--- src/rtl/adder_tree_pkg.sv ---
// rtl/adder_tree_pkg.sv - shared sizing helpers for the pipelined adder tree
package adder_tree_pkg;

    function automatic int tree_levels(input int n_inputs);
        int levels = 0;
        while ((1 << levels) < n_inputs) levels++;
        return levels;
    endfunction

    function automatic int sum_width(input int width, input int n_inputs);
        return width + tree_levels(n_inputs);
    endfunction

    // Number of terms entering reduction level `level` (level 0 sees all operands).
    function automatic int level_terms(input int n_inputs, input int level);
        int terms = n_inputs;
        for (int l = 0; l < level; l++) terms = (terms + 1) / 2;
        return terms;
    endfunction

endpackage

--- src/rtl/adder_tree_level.sv ---
// rtl/adder_tree_level.sv - one registered level of pairwise additions
module adder_tree_level #(
    parameter int IN_TERMS = 2,
    parameter int WIDTH = 9,
    localparam int OUT_TERMS = (IN_TERMS + 1) / 2
) (
    input  logic                       clk,
    input  logic                       rst_n,
    input  logic                       en,
    input  logic                       in_valid,
    input  logic [IN_TERMS*WIDTH-1:0]  in_data,
    output logic                       out_valid,
    output logic [OUT_TERMS*WIDTH-1:0] out_data
);

    logic [OUT_TERMS*WIDTH-1:0] next_data;

    for (genvar k = 0; k < OUT_TERMS; k++) begin : g_term
        if (2 * k + 1 < IN_TERMS) begin : g_pair
            assign next_data[k*WIDTH +: WIDTH] = in_data[2*k*WIDTH +: WIDTH]
                                               + in_data[(2*k+1)*WIDTH +: WIDTH];
        end else begin : g_pass
            // Odd term count: the last term rides through unchanged.
            assign next_data[k*WIDTH +: WIDTH] = in_data[2*k*WIDTH +: WIDTH];
        end
    end

    always_ff @(posedge clk) begin
        if (!rst_n) begin
            out_valid <= 1'b0;
            out_data  <= '0;
        end else if (en) begin
            out_valid <= in_valid;
            out_data  <= next_data;
        end
    end

endmodule

--- src/rtl/adder_tree.sv ---
// rtl/adder_tree.sv - pipelined full-precision adder tree with valid/ready flow control
module adder_tree
    import adder_tree_pkg::*;
#(
    parameter int WIDTH = 8,
    parameter int N_INPUTS = 3,
    parameter int SIGNED = 0,
    localparam int LEVELS = tree_levels(N_INPUTS),
    localparam int SUM_W = sum_width(WIDTH, N_INPUTS)
) (
    input  logic                      i_clk,
    input  logic                      i_rst_n,
    input  logic                      i_valid,
    output logic                      o_ready,
    input  logic [N_INPUTS*WIDTH-1:0] i_operands,
    output logic                      o_valid,
    input  logic                      i_ready,
    output logic [SUM_W-1:0]          o_sum
);

    localparam int BUS_W = N_INPUTS * SUM_W;

    if (WIDTH < 1 || WIDTH > 32) begin : g_bad_width
        $fatal(1, "adder_tree: WIDTH must be in 1..32");
    end
    if (N_INPUTS < 2 || N_INPUTS > 16) begin : g_bad_count
        $fatal(1, "adder_tree: N_INPUTS must be in 2..16");
    end
    if (SIGNED != 0 && SIGNED != 1) begin : g_bad_signed
        $fatal(1, "adder_tree: SIGNED must be 0 or 1");
    end

    logic             en;
    logic [BUS_W-1:0] operands_ext;
    logic [BUS_W-1:0] s0_data;
    logic             s0_valid;
    logic [BUS_W-1:0] stage_data [LEVELS+1];
    logic             stage_valid [LEVELS+1];

    // Widen up front so no level can overflow.
    always_comb begin
        operands_ext = '0;
        for (int k = 0; k < N_INPUTS; k++) begin
            operands_ext[k*SUM_W +: SUM_W] =
                {{LEVELS{(SIGNED != 0) && i_operands[k*WIDTH + WIDTH - 1]}},
                 i_operands[k*WIDTH +: WIDTH]};
        end
    end

    always_ff @(posedge i_clk) begin
        if (!i_rst_n) begin
            s0_valid <= 1'b0;
            s0_data  <= '0;
        end else if (en) begin
            s0_valid <= i_valid;
            if (i_valid) s0_data <= operands_ext;
        end
    end

    assign stage_data[0]  = s0_data;
    assign stage_valid[0] = s0_valid;

    for (genvar l = 0; l < LEVELS; l++) begin : g_level
        localparam int IN_TERMS  = level_terms(N_INPUTS, l);
        localparam int OUT_TERMS = (IN_TERMS + 1) / 2;
        logic [OUT_TERMS*SUM_W-1:0] level_data;

        adder_tree_level #(
            .IN_TERMS (IN_TERMS),
            .WIDTH    (SUM_W)
        ) u_level (
            .clk       (i_clk),
            .rst_n     (i_rst_n),
            .en        (en),
            .in_valid  (stage_valid[l]),
            .in_data   (stage_data[l][IN_TERMS*SUM_W-1:0]),
            .out_valid (stage_valid[l+1]),
            .out_data  (level_data)
        );

        assign stage_data[l+1] = BUS_W'(level_data);
    end

    // Upper bus lanes beyond each level's live terms are zero padding.
    logic unused_lanes;
    always_comb begin
        unused_lanes = 1'b0;
        for (int l = 0; l <= LEVELS; l++) unused_lanes = unused_lanes ^ (^stage_data[l]);
    end

    assign en      = i_ready || !stage_valid[LEVELS];
    assign o_ready = en;
    assign o_valid = stage_valid[LEVELS];
    assign o_sum   = stage_data[LEVELS][SUM_W-1:0];

endmodule

--- config.mk ---
export PLATFORM = sky130hd
export DESIGN_NAME = adder_tree
export DESIGN_NICKNAME = d
export VERILOG_FILES = /design/src/rtl/adder_tree_pkg.sv /design/src/rtl/adder_tree_level.sv /design/src/rtl/adder_tree.sv
export SDC_FILE = /design/constraint.sdc
export NUM_CORES = 1
export LEC_CHECK = 0
export ABC_AREA = 1
export CORE_MARGIN = 2
export CORE_UTILIZATION = 30
export CTS_CLUSTER_SIZE = 10
export DETAILED_ROUTE_END_ITERATION = 8
export PLACE_DENSITY_LB_ADDON = 0.15
export SYNTH_ARGS = -nofsm -noshare
export SYNTH_HDL_FRONTEND = slang
export SYNTH_SLANG_ARGS = --single-unit
--- constraint.sdc ---
create_clock -name i_clk -period 3.9 [get_ports i_clk]
set_input_delay 0.975 -clock i_clk [delete_from_list [all_inputs] [get_ports i_clk]]
set_output_delay 0.975 -clock i_clk [all_outputs]
set_load 0.01 [all_outputs]
==> metrics.cfg <==
[outcome]
status = finished, final reports clean

[cts]
post_cts_resized = 0
max-clock-path-buffers = 2
cts_hold_repair.buffers = 0
h-tree-depth = 2
postCtsSetupBuffers = 0
cts_buffers = 5
root_buffer = clkbuf_8
cts_sinks = 54
cts_tree = built
clock_latency_ns = 0.31
cts.reportedPaths.clkPinSlew_ns = 0.10

[sta]
maxSlewHeadroom_pct = 67.18
skew_ns = 0.005886
drv_slew = 0
hold_violations = 0
min_period_ns = 3.070
max_freq_mhz = 325.7
rsz0062_at_grt = no
worst_pin_slew_ns = 0.4907
fin_setup_tns_ns = 0
fin_crit_sh_pct = 78.73
setup_violations = 0
holdWs_ns = 0.4684

[finish]
layout.nets = 454
area_growth_pct = 20.69
final_cell_mix = 75 x nor2_1, 59 x nand2_1, 54 x dfxtp_1
final_common_cell = nor2_1
stdcell_count = 517
layout-drive-gt1-share_pct = 3.912
n_antenna_cell = 0

[logic_synthesis]
ys_types = 28
syn_area_per_cell_um2 = 7.179
ys_warn_count = 0
ys_async_sr_fraction_pct = 0
yosys.area_share.xor_xnor_pct = 1.631
syn_nets = 420
ys_seq_area_share_pct = 40.26
synthMuxAreaShare_pct = 0
synthesis.area_um2 = 2685
synthFlopType = dfxtp_1
syn_inst = 374
synth_compound_area_share_pct = 13.05
synth_top_family_by_area = simple AND/OR/NAND/NOR gates
synthAdderAreaFrac_pct = 8.947
synth_enable_flop_cells = 0
yosys.area_share.simple_pct = 25.12
ys_ff_latch = 54

[place]
numPortBuffers = 39
hpwl_um = 3979
gp_congestion = 0.7875
dp_cells = 509

[die]
die_h_um = 98.61
ios = 40
coreArea_um2 = 8721
fp.dieW_um = 98.61
start_util_pct = 30.79
rows = 34
dieArea_um2 = 9723

[routing]
routed-wl-met3_um = 163
top_layer_used = met4
drt_iter0_markers = 65
routed_wirelength_um = 5526
ant_nets = 0
routed_via_density = 4.389
dr.pass1.iters = 4
vias = 2269
dr_wl_met2_um = 2490
wl_per_cell_um = 10.69
wl_met1_um = 2799
drcViolationCount = 0

[critical_path]
required_ns = 2.92
critPathLaunchType = input port
critPathMaxFanout = 2
critPathArrivalTime_ns = 2.10
path_class = in -> out
critPathCaptureType = output pin

[global_routing]
antenna_found_initial = 0
grt_max_degree = 40
grt_pass1_wl_um = 9722
grt_pass1_vias = 2160
grt.total_usage_pct = 12.07
grt_overflow = 0

[power_and_ir_drop]
ir_drop_uv = 176.1
total_leakage_power_nw = 1.621
pwr_density_cell_nw_per_um2 = 386.3

[flow_run]
drv_cap = 0

[min_path]
hold_path.class = reg -> reg

## final cells by class
cell class              instances  area, um^2
repair buffers                 42       412.9
inverters                      50       190.2
clock inverters                 3       43.79
clock buffers                   5       68.82
multi-input cells             255        1309
flip-flops and latches         54        1081
fillers                       959        5480
well taps                     108       135.1
## per-stage QoR
step           power [mW]  worst slack [ns]  util (%)  area (um^2)
2_1_floorplan      0.7931             1.526         -         2685
3_3_place_gp       0.8776            0.8250     35.87         3128
3_5_place_dp       0.8805            0.8210     35.87         3128
4_1_cts             1.274            0.8210     37.16         3241
5_1_grt             1.330            0.8029     37.16         3241
6_report            1.252            0.8297     37.16         3241
## report_power, final
| group | leakage (nW) | internal, mW | switching, mW |
|---|---|---|---|
| Sequential | 0.447 | 0.599 | 0.0256 |
| Combinational | 1.12 | 0.114 | 0.126 |
| Clock | 0.0585 | 0.193 | 0.195 |
## critical path, cell delays in order
cell and delay (ns):
clkdlybuf4s50_1 0.50, nor2_4 0.06, inv_4 0.04, clkdlybuf4s50_1 0.52
## state kept, by name (all words and copies together) (netlist names)
signal                     cells
g_level.u_level.out_valid      2
s0_data                       24
s0_valid                       1
g_level.u_level.out_data      27
## worst paths after layout
path                            depth (start not counted)  slack (ns)                          from           to
worst max register to register                          8        2.17  g_level[1].u_level.out_valid  s0_data[15]
worst min-delay path                                    2        0.47                      s0_valid     s0_valid
worst max-delay path                                    4        0.83                       i_ready      o_ready
worst min register to register                          2        0.47                      s0_valid     s0_valid
## cells in the mapped netlist, types with 3 or more instances
cell type   n  area (um^2)
nor2_1     75        281.5
nand2_1    59        221.5
dfxtp_1    54         1081
o21ai_0    49        245.2
inv_1      47        176.4
nand3_1    22        110.1
ha_1       16        200.2
a21oi_1    14        70.07
buf_6       5        56.30
clkbuf_1    4        15.01
buf_2       3        15.01
xor2_1      3        26.28
## metal layers
metal	GRT usage, %	vias up
li1	-	1248
met1	15.45	981
met2	20.72	34
met3	1.915	6
met4	4.110	0
met5	0	-
## logic make-up (layout without fill, tap and decap cells)
kind of cell             count (synthesis)  in the layout
AO/OA/AOI/OAI                           68             68
XOR/XNOR                                 5              5
adder cells (fa/ha/maj)                 18             18
buffers and inverters                   65            100
flip-flops                              54             54
AND/OR/NAND/NOR                        164            164
Power figures use the tool's default switching activity.
==> edit 1: new RTL, same flow settings <==
The parameter `N_INPUTS` goes from 3 to 6.
--- a/src/rtl/adder_tree.sv
+++ b/src/rtl/adder_tree.sv
@@ -3,7 +3,7 @@
     import adder_tree_pkg::*;
 #(
     parameter int WIDTH = 8,
-    parameter int N_INPUTS = 3,
+    parameter int N_INPUTS = 6,
     parameter int SIGNED = 0,
     localparam int LEVELS = tree_levels(N_INPUTS),
     localparam int SUM_W = sum_width(WIDTH, N_INPUTS)
Ports: changed (resized i_operands and o_sum); port bits go from 40 to 65. The function was not compared with the original's and may differ.
==> edit 1 against the unedited design <==
Fmax fell by 1.5%. Non-clock buffer count rose by 29. Core utilization fell by 0.81 points. Total power rose by 110%. Routed wire length rose by 130%. Sequential cell count rose by 55. Final area rose by 110%. Area after synthesis rose by 110%. Global-route usage rose by 1.5 points. Worst setup slack got worse by 0.047 ns.
==> edit 1: results (changes against the unedited design) <==
non-clock buffer total of the final layout=71 (was 42); Setup Skew=0.00971 ns (was 0.00589 ns); DP Wirelength=8910 um (was 3980 um); final RePlAce weighted congestion=0.788 (about the same); Adder-Cell Fraction of Synth Area=0.110 (was 0.0895); Peak VDD IR=232 uV (was 176 uV); seq pwr=0.00128 W (was 0.000625 W); clk slew on worst S/H paths=0.07 ns (was 0.10 ns); number of global-route vias before repair=4847 (was 2160); Critical Path AT=2.14 ns (was 2.10 ns); non-clock buffer share of cell area=0.103 (was 0.127); Worst-Skew Late Latency=0.35 ns (was 0.31 ns); sequential element share of the synthesized area=0.384 (was 0.403); Multi-In Gates=561 (was 255); largest cells by area after synthesis=dfxtp_1 (38%), nor2_1 (9.8%), ha_1 (9.2%), o21ai_0 (7.7%), nand2_1 (7.7%) (was dfxtp_1 (40%), nor2_1 (10%), o21ai_0 (9.1%), nand2_1 (8.2%), ha_1 (7.5%)); post-synthesis xor/xnor area fraction=0.0231 (was 0.0163); multi-input combinational area share=0.443 (was 0.404); Compound-Gate Fraction of Synth Area=0.158 (was 0.130); Iter 0 DRT Violations=195 (was 65); inverters=87 (was 50); FFs & Latches=109 (was 54); final WL=12500 um (was 5530 um); Port Buffer Count=64 (was 39); leakage=3.36 nW (was 1.62 nW); Max-slew headroom=0.350 (was 0.672); most frequent cells after synthesis=nor2_1 (149), nand2_1 (117), dfxtp_1 (109), o21ai_0 (88), inv_1 (85) (was nor2_1 (75), nand2_1 (59), dfxtp_1 (54), o21ai_0 (49), inv_1 (47)); gr usage total=0.135 (was 0.121); first-pass GRT wire length=22200 um (was 9720 um); fin nets=938 (was 454); Clk pwr share=0.318 (was 0.310); Final clock-cell share=0.0395 (was 0.0347); run status=complete, no violations (unchanged); Via density=4.50 (was 4.39); footprint of the multi-input gates=3000 um2 (was 1310 um2); ratio of cells with drive above 1 in the final layout=0.0344 (was 0.0391); slowest stage delay, CP=0.54 ns (was 0.52 ns); Net Sw Frac=0.287 (was 0.277); pin count of the biggest net entering global routing=63 (was 40); Cell Area, Placed=6510 um2 (was 3130 um2); clock buffer count=11 (was 5); Net Count, Synth=889 (was 420); CTS Root Cell=clkbuf_16 (was clkbuf_8)
[edit 1: cell types whose count changed after synthesis, moves of 11 or more]
| cell | delta |
|---|---|
| dfxtp_1 | +55 |
| inv_1 | +38 |
| o21ai_0 | +39 |
| a21oi_1 | +28 |
| nor2_1 | +74 |
| nand2_1 | +58 |
| nand3_1 | +31 |
| clkbuf_1 | +11 |
| ha_1 | +26 |
| o21ai_1 | +15 |
[edit 1: through the flow]
stage / hold slack, ns / worst slack (ns) / power (W) / utilization / cells
floorplan: 0.441 / 1.52 / 0.00168 / - / 790
global placement: 0.453 / 0.764 / 0.00187 / 0.349 / 1062
detailed placement: 0.456 / 0.778 / 0.00187 / 0.349 / 1062
CTS: 0.468 / 0.763 / 0.00275 / 0.363 / 1077
global route: 0.501 / 0.746 / 0.00288 / 0.363 / 1077
finish: 0.468 / 0.783 / 0.00269 / 0.363 / 1077
[edit 1: final timing paths]
path                            slack [ns]  cells past startpoint                           start                        endpoint
worst min register to register        0.47                      2                        s0_valid                        s0_valid
worst min-delay path                  0.47                      2                        s0_valid                        s0_valid
worst max-delay path                  0.78                      4                         i_ready                         o_ready
worst max register to register        2.01                      9  g_level[1].u_level.out_data[0]  g_level[2].u_level.out_data[6]
[edit 1: tightest hold or removal path: cells and delay by family, from the launching register on]
family          cells  cell delay [ns]
simple gates        1             0.06
flops               1             0.31
compound gates      1             0.06
[edit 1: per-layer routing]
metal	global-route usage	wire [um]	share of wire	up-vias
li1	-	-	-	2651
met1	0.179	6490	0.52	2119
met2	0.218	5320	0.43	58
met3	0.0209	352	0.028	16
met4	0.0632	289	0.023	0
met5	0	0	0	-
==> edit 2: new RTL, config.mk and constraints unchanged <==
Made on the original files. Reset style: asynchronous (`i_rst_n` and `rst_n`), changed in 2 clocked blocks.
--- a/src/rtl/adder_tree_level.sv
+++ b/src/rtl/adder_tree_level.sv
@@ -25,7 +25,7 @@
         end
     end
 
-    always_ff @(posedge clk) begin
+    always_ff @(posedge clk or negedge rst_n) begin
         if (!rst_n) begin
             out_valid <= 1'b0;
             out_data  <= '0;
--- a/src/rtl/adder_tree.sv
+++ b/src/rtl/adder_tree.sv
@@ -47,7 +47,7 @@
         end
     end
 
-    always_ff @(posedge i_clk) begin
+    always_ff @(posedge i_clk or negedge i_rst_n) begin
         if (!i_rst_n) begin
             s0_valid <= 1'b0;
             s0_data  <= '0;
Formal check against the unedited RTL: differs if i_rst_n is asserted again (counterexample within 4 cycles, from zero or initial values and one cycle with i_rst_n low); with i_rst_n held inactive, the same outputs for 4 cycles.
==> edit 2 against the unedited design <==
Sequential cell count unchanged. Area after synthesis increased by 4.7%. Worst setup slack worse by 0.020 ns. Sequential share of layout area rose by 6.4 points. Final area up 4.9%. Non-clock buffer count unchanged. Routed wire length is 7.2% lower. Largest cell class is now registers. Highest routed layer unchanged.
Power is not compared: it rests on default switching activity, and its combinational part moved more than twofold at a synthesized area within 25%.
==> edit 2: results (changes against the unedited design) <==
run status=complete, no violations (unchanged); Syn Inst Count=297 (was 374); multi-input combinational area share=0.387 (was 0.404); Multi-In Gates=210 (was 255); pin count of the biggest net entering global routing=35 (was 40); met2 Resource Use GR=0.177 (was 0.207); Fillers=926 (was 959); Adder-Cell Fraction of Synth Area=0.0854 (was 0.0895); metal3 WL=215 um (was 163 um); non-clock buffer share of cell area=0.120 (was 0.127); clock buffer count=7 (was 5); slowest CP cell=clkdlybuf4s50_1 (unchanged); ratio of cells with drive above 1 in the final layout=0.121 (was 0.0391); multiplexer share of the synthesized area=0.121 (was 0); seq pwr=0.000892 W; leakage=1.71 nW; met3 usage in global routing=0.0236 (was 0.0191); M1 wire length=2500 um (was 2800 um); Top delay family on crit path=buffers and inverters (unchanged); CTS sink cnt=54 (unchanged); gr usage total=0.109 (was 0.121); met1 Use GR=0.147 (was 0.155); Compound-Gate Fraction of Synth Area=0.0338 (was 0.130); Core ar.=9150 um2 (was 8720 um2); Iter 0 DRT Violations=66 (was 65); Net Count, Synth=343 (was 420); Cell Area, Placed=3310 um2 (was 3130 um2); largest cells by area after synthesis=dfrtp_1 (48%), nand2_1 (15%), mux2_4 (10%), ha_1 (7.1%), inv_1 (3.2%) (was dfxtp_1 (40%), nor2_1 (10%), o21ai_0 (9.1%), nand2_1 (8.2%), ha_1 (7.5%)); post-synthesis xor/xnor area fraction=0.0125 (was 0.0163); final RePlAce weighted congestion=0.769 (was 0.788); Setup Skew=0.0118 ns (was 0.00589 ns); met2 wire length=2320 um (was 2490 um); non-filler cells, final=450 (was 517); first-pass GRT wire length=8840 um (was 9720 um); most frequent cells after synthesis=nand2_1 (109), dfrtp_1 (54), inv_1 (24), mux2_4 (19), ha_1 (16) (was nor2_1 (75), nand2_1 (59), dfxtp_1 (54), o21ai_0 (49), inv_1 (47)); Critical Path AT=2.12 ns (was 2.10 ns); fin nets=384 (was 454); inverters=25 (was 50); footprint of the multi-input gates=1320 um2 (was 1310 um2); final WL=5130 um (was 5530 um); asr flop ratio synth=1.00 (was 0); Inst Count DP=442 (was 509); sequential element share of the synthesized area=0.481 (was 0.403); Synth cell types=23 (was 28); Worst Setup Slack post-DPL=0.809 ns (was 0.821 ns); DP Wirelength=3720 um (was 3980 um); Max-slew headroom=0.486 (was 0.672); Reg area=1350 um2 (was 1080 um2); via count=1975 (was 2269); Final clock-cell share=0.0269 (was 0.0347); drt first pass iters=6 (was 4)
-- edit 2: cell types whose count changed after synthesis, moves of 7 or more --
cell     delta
mux2_4     +19
dfrtp_1    +54
nand2_1    +50
nor2_1     -65
dfxtp_1    -54
inv_1      -23
nand3_1     -7
o21ai_0    -38
-- edit 2: worst paths after layout --
path                                              startpoint                         endpoint  slack [ns]  depth (start not counted)
max in group asynchronous                            i_rst_n                      s0_data[13]        2.41                          2
worst max register to register  g_level[1].u_level.out_valid                       s0_data[6]        2.18                          6
min in group asynchronous                            i_rst_n  g_level[0].u_level.out_data[11]        0.73                          1
worst min register to register  g_level[0].u_level.out_valid     g_level[1].u_level.out_valid        0.45                          2
worst min-delay path            g_level[0].u_level.out_valid     g_level[1].u_level.out_valid        0.45                          2
worst max-delay path                                 i_ready                          o_ready        0.81                          4
-- edit 2: worst min-delay path, cell delays in order (launching register included) --
cell	delay, ns
dfrtp_1	0.33
inv_1	0.04
nand2_1	0.05
